==> config.mk <==
export PLATFORM = sky130hd
export DESIGN_NAME = simple_ntt_core
export DESIGN_NICKNAME = d
export VERILOG_FILES = /design/src/rtl/simple_ntt_core.sv
export SDC_FILE = /design/constraint.sdc
export NUM_CORES = 2
export LEC_CHECK = 0
export CORE_ASPECT_RATIO = 0.9
export CORE_MARGIN = 2
export CORE_UTILIZATION = 50
export CTS_BUF_LIST = sky130_fd_sc_hd__clkbuf_4 sky130_fd_sc_hd__clkbuf_8
export CTS_CLUSTER_SIZE = 14
export DETAILED_ROUTE_END_ITERATION = 10
export PLACE_DENSITY = 0.66
export SYNTH_ARGS = -nofsm -noshare
export SYNTH_HDL_FRONTEND = slang
export SYNTH_SLANG_ARGS = --single-unit
==> constraint.sdc <==
create_clock -name clk -period 51.6 [get_ports clk]
set_input_delay 5.16 -clock clk [delete_from_list [all_inputs] [get_ports clk]]
set_output_delay 5.16 -clock clk [all_outputs]
set_load 0.05 [all_outputs]
==> src/rtl/simple_ntt_core.sv <==
// simple_ntt_core
//   Four-point number-theoretic transform over Z_q. Every cycle it samples four
//   coefficients and a bin index. Two rising edges later it presents bin
//   X[index] of their transform on output_buffer.
//
//   Pipeline:
//     stage A  reduces each coefficient mod q and registers it together with
//              index, so data and index always travel as a pair.
//     stage B  computes the radix-2 butterfly combinationally from the
//              stage-A registers and registers the selected bin.
//
//   Optional feature macro: SIMPLE_NTT_CORE_INVERSE_EN
//     When it is defined, the block computes the inverse NTT instead. The
//     twiddle becomes q-root and every bin is scaled by 4^-1 mod q in stage B.
//     Latency is the same in both builds.
//
//   Ports:
//     clk                          rising-edge clock
//     reset                        asynchronous, active-high; clears both stages
//     input_buffer0..input_buffer3 coefficients a0..a3 (unsigned, any value)
//     index                        selects the output bin k
//     output_buffer                registered X[k], always in [0, q-1]
module simple_ntt_core #(
  parameter int data_width      = 32,
  parameter int max_buffer_size = 4,
  parameter int modulus         = 3329,
  parameter int root            = 1729
) (
  input  logic                               clk,
  input  logic                               reset,
  input  logic [data_width-1:0]              input_buffer0,
  input  logic [data_width-1:0]              input_buffer1,
  input  logic [data_width-1:0]              input_buffer2,
  input  logic [data_width-1:0]              input_buffer3,
  input  logic [$clog2(max_buffer_size)-1:0] index,
  output logic [data_width-1:0]              output_buffer
);

  localparam int iw = $clog2(max_buffer_size);

  localparam logic [data_width-1:0]   q_w    = data_width'(modulus);
  localparam logic [data_width:0]     q_ext  = (data_width + 1)'(modulus);
  localparam logic [2*data_width-1:0] q_wide = (2 * data_width)'(modulus);

`ifdef SIMPLE_NTT_CORE_INVERSE_EN
  localparam logic [data_width-1:0] twiddle = data_width'(modulus - root);
  // q = 1 (mod 4), so 3q+1 is divisible by 4 and 4*((3q+1)/4) = 1 (mod q).
  localparam logic [data_width-1:0] n_inv   = data_width'((3 * modulus + 1) / 4);
`else
  localparam logic [data_width-1:0] twiddle = data_width'(root);
`endif

  if (max_buffer_size != 4) begin : g_bad_size
    $error("simple_ntt_core: only max_buffer_size = 4 is supported");
  end
  if (longint'(modulus) >= (64'(1) << (data_width - 1))) begin : g_bad_modulus
    $error("simple_ntt_core: modulus must be below 2^(data_width-1)");
  end

  function automatic logic [data_width-1:0] mod_add(
    input logic [data_width-1:0] a,
    input logic [data_width-1:0] b
  );
    logic [data_width:0] s;
    s = {1'b0, a} + {1'b0, b};
    if (s >= q_ext) s = s - q_ext;
    return data_width'(s);
  endfunction

  // A borrow wraps modulo 2^(data_width+1). Adding q then lands on the
  // correct residue in the low bits.
  function automatic logic [data_width-1:0] mod_sub(
    input logic [data_width-1:0] a,
    input logic [data_width-1:0] b
  );
    logic [data_width:0] d;
    d = {1'b0, a} - {1'b0, b};
    if (a < b) d = d + q_ext;
    return data_width'(d);
  endfunction

  function automatic logic [data_width-1:0] mod_mul(
    input logic [data_width-1:0] a,
    input logic [data_width-1:0] b
  );
    logic [2*data_width-1:0] p;
    p = {{data_width{1'b0}}, a} * {{data_width{1'b0}}, b};
    p = p % q_wide;
    return data_width'(p);
  endfunction

  // Stage A: reduced coefficients and the index that accompanies them.
  logic [data_width-1:0] a_r [4];
  logic [iw-1:0]         index_r;

  always_ff @(posedge clk or posedge reset) begin
    if (reset) begin
      for (int unsigned i = 0; i < 4; i++) a_r[i] <= '0;
      index_r <= '0;
    end else begin
      a_r[0]  <= input_buffer0 % q_w;
      a_r[1]  <= input_buffer1 % q_w;
      a_r[2]  <= input_buffer2 % q_w;
      a_r[3]  <= input_buffer3 % q_w;
      index_r <= index;
    end
  end

  // Stage B: butterfly followed by the bin select.
  logic [data_width-1:0] e0, e1, o0, o1;
  logic [data_width-1:0] bin    [4];
  logic [data_width-1:0] result [4];

  always_comb begin
    e0 = mod_add(a_r[0], a_r[2]);
    e1 = mod_sub(a_r[0], a_r[2]);
    o0 = mod_add(a_r[1], a_r[3]);
    o1 = mod_mul(mod_sub(a_r[1], a_r[3]), twiddle);

    bin[0] = mod_add(e0, o0);
    bin[1] = mod_add(e1, o1);
    bin[2] = mod_sub(e0, o0);
    bin[3] = mod_sub(e1, o1);

    for (int unsigned i = 0; i < 4; i++) begin
`ifdef SIMPLE_NTT_CORE_INVERSE_EN
      result[i] = mod_mul(bin[i], n_inv);
`else
      result[i] = bin[i];
`endif
    end
  end

  always_ff @(posedge clk or posedge reset) begin
    if (reset) output_buffer <= '0;
    else       output_buffer <= result[index_r];
  end

endmodule

==> impl_metrics.yaml <==
run_status:
  outcome: "finished, final reports clean"
cts:
  cts_tree: "yes"
  clkSinkCount: 162
  cts-htree-levels: 4
  clock_tree.buffer_depth: 2
  path_clk_slew_ns: 0.12
  insertion_delay_ns: 0.55
  cts-root-buf: "clkbuf_8"
  cts_buffers: 17
setup_path:
  cp_slowest_cell: "or4b_2"
  crit_path_frequent_cell: "a21o_1"
  worst-path-max-fanout: 12
  r2r_start: "a_r[1]"
  start_kind: "flop"
  r2r-end: "output_buffer[29]"
  critPathKind: "flop to flop"
  startpoint: "a_r[1]"
  critPathArrivalTime_ns: 49.58
  r2r_setup_slack_ns: 2.44
  ff2ff_path_depth: 202
  required_ns: 52.02
  cp-end-kind: "flop"
  crit_path_max_incr_delay_ns: 0.74
sta:
  hold_violations: 0
  slew-limit-headroom_pct: 12.7
  worstMarginPinSlew_ns: 1.30
  final_max_slew_viol_count: 0
  min_period_over_period_pct: 95.3
  finalSetupViolCount: 0
  period_needed_ns: 49.16
  setup_ws_ns: 2.44
  fin_skew_ns: 0.0228
  finalSetupTns_ns: 0
  fmax_mhz: 20.3
logic_synthesis:
  syn_area_um2: 70300
  ys_types: 210
  ys_top_cells_by_area: "xnor2_1, ha_1, nor2_1"
  synth.most_common_cell: "nor2_1"
  ys_ff_latch: 162
  syn_avg_cell_area_um2: 7.10
  synthFlopType: "dfrtp_1"
  ys_seq_area_share_pct: 5.77
  synth_top_cell_by_area: "xnor2_1"
  synth_warnings: 0
  syn-num-nets: 10535
  yosysTopAreaCellShare_pct: 10.8
  async_reset_ff_share_pct: 100
  netlist_top_cells_count: "nor2_1, xnor2_1, nand2_1, inv_1, a21oi_1"
  synthCells: 9897
  synth_edf_count: 0
global_route:
  antenna_found_initial: 10
  grt_pass1_vias: 66897
  grt_max_degree: 65
  grt_usage_pct: 28.8
  grt_overflow: 0
  grt_pass1_wl_um: 350000
detailed_routing:
  drtIter0Drc: 6249
  antenna_left: 0
  wire_per_inst_um: 18.6
  totalWireLength_um: 219000
  drtPass1Iterations: 6
  via_per_inst: 6.23
  vias: 73481
  drcViolationCount: 0
die:
  coreArea_um2: 140000
  start_util_pct: 50.3
  dieArea_um2: 144000
  chipHeight_um: 360
  io_pins: 164
  row_count: 130
  dieWidth_um: 399
worst_hold_path:
  hp-start: "index_r[0]"
  hold_end: "output_buffer[21]"
  whs_path_depth: 2
  holdCritPathClass: "flop to flop"
cells_and_area:
  finalNetCount: 10573
  fin_util_pct: 53.9
  drive_above_1_share_pct: 10.4
  area_growth_pct: 7.14
place:
  hpwl_um: 182000
  gp_congestion: 0.965
  port_buffers: 163
  dp_slack_ns: -0.500
run:
  max_cap_violations: 0
## critical path: cells and delay by family, from the launching register on
| kind | cells | cell delay [ns] |
|---|---|---|
| compound gates | 114 | 24.47 |
| xor+xnor | 12 | 2.84 |
| fa+ha+maj | 8 | 2.89 |
| buf+inv | 12 | 1.75 |
| flops | 1 | 0.46 |
| mux | 6 | 2.34 |
| simple gates | 50 | 14.20 |
## final cells by class
type | instances | area [µm²]
multi-input combinational | 8830 | 63500
timing repair buffer | 304 | 2690
sequential | 162 | 4060
tap | 1848 | 2310
antenna | 3 | 7.51
fill | 13751 | 64300
clock inverter | 15 | 143
inverter | 620 | 2330
clock buffer | 17 | 234
## routing by layer
metal / GRT usage [%] / up-vias / share of wire (%)
met5: 0 / - / 0.016
met4: 4.32 / 6 / 1.4
met3: 2.82 / 224 / 6.1
met2: 46.7 / 2407 / 45
met1: 41.6 / 34862 / 47
li1: - / 35982 / -
## timing repair
| action | 4_1_cts | 5_1_grt |
|---|---|---|
| cloned | 0 | 1 |
| pin swaps | 0 | 39 |
| endpoints found under the setup margin | 32 | 32 |
| resized for setup | 5 | 195 |
| hold buffers | 0 | 0 |
| buffers inserted | 0 | 46 |
## cell families (layout without fill, tap and decap cells)
group,Yosys count,count (layout),synth area share [%]
adder cells (fa/ha/maj),567,567,10.7
XOR/XNOR,1325,1325,17.0
flip-flops,162,162,5.77
AND/OR/NAND/NOR,3961,3961,28.7
other,0,3,0
AO/OA/AOI/OAI,2811,2812,29.1
buffers and inverters,906,956,5.60
multiplexers,165,165,3.01
## state kept, by name (all words and copies together), names as in the netlist
signal         cells
output_buffer     32
a_r              128
index_r            2
## cell usage in the layout, fill, tap and decap left out, types with 39 or more instances in the layout
| cell type | instances |
|---|---|
| o31ai_1 | 97 |
| buf_4 | 140 |
| nand3b_1 | 39 |
| nand4_1 | 94 |
| maj3_1 | 59 |
| a211oi_1 | 83 |
| a21oi_1 | 601 |
| o21ai_1 | 97 |
| nor2_1 | 1220 |
| ha_1 | 420 |
| a21boi_0 | 40 |
| nor3_1 | 278 |
| a21o_1 | 118 |
| o21a_1 | 96 |
| or4_1 | 55 |
| nor4_1 | 102 |
| o21ai_0 | 391 |
| or2_2 | 110 |
| nand2b_1 | 123 |
| or3_1 | 113 |
| nor2b_1 | 93 |
| o21bai_1 | 158 |
| a31oi_1 | 99 |
| inv_1 | 612 |
| clkdlybuf4s50_1 | 163 |
| and3_1 | 98 |
| xor2_1 | 424 |
| o211ai_1 | 88 |
| dfrtp_1 | 161 |
| fa_1 | 81 |
| xnor2_1 | 851 |
| mux2i_1 | 90 |
| nand3_1 | 258 |
| nand2_1 | 826 |
| o22ai_1 | 56 |
| o2111ai_1 | 40 |
| and2_1 | 120 |
## worst max-delay path by stage
stage | to | slack [ns] | depth (start not counted)
floorplan | output_buffer[30] | 5.79 | 212
global placement | output_buffer[27] | 0.37 | 198
detailed placement | output_buffer[27] | -0.50 | 197
CTS | output_buffer[27] | 0.12 | 197
global route | output_buffer[31] | -0.27 | 204
finish | output_buffer[29] | 2.44 | 202
## per-stage QoR
| stage | cells | cell area [µm²] | hold WS, ns |
|---|---|---|---|
| after floorplan | 9897 | 70300 | 0.820 |
| after CTS | 11749 | 73800 | 0.971 |
| after global routing | 11797 | 75300 | 1.02 |
| final | 11799 | 75300 | 0.963 |
| after global placement | 11717 | 73300 | 0.947 |
| after detailed placement | 11717 | 73300 | 0.945 |
Power is left out: the tool's default activity adds up to more than one toggle a clock period on the data nets, which glitch-free logic cannot reach.
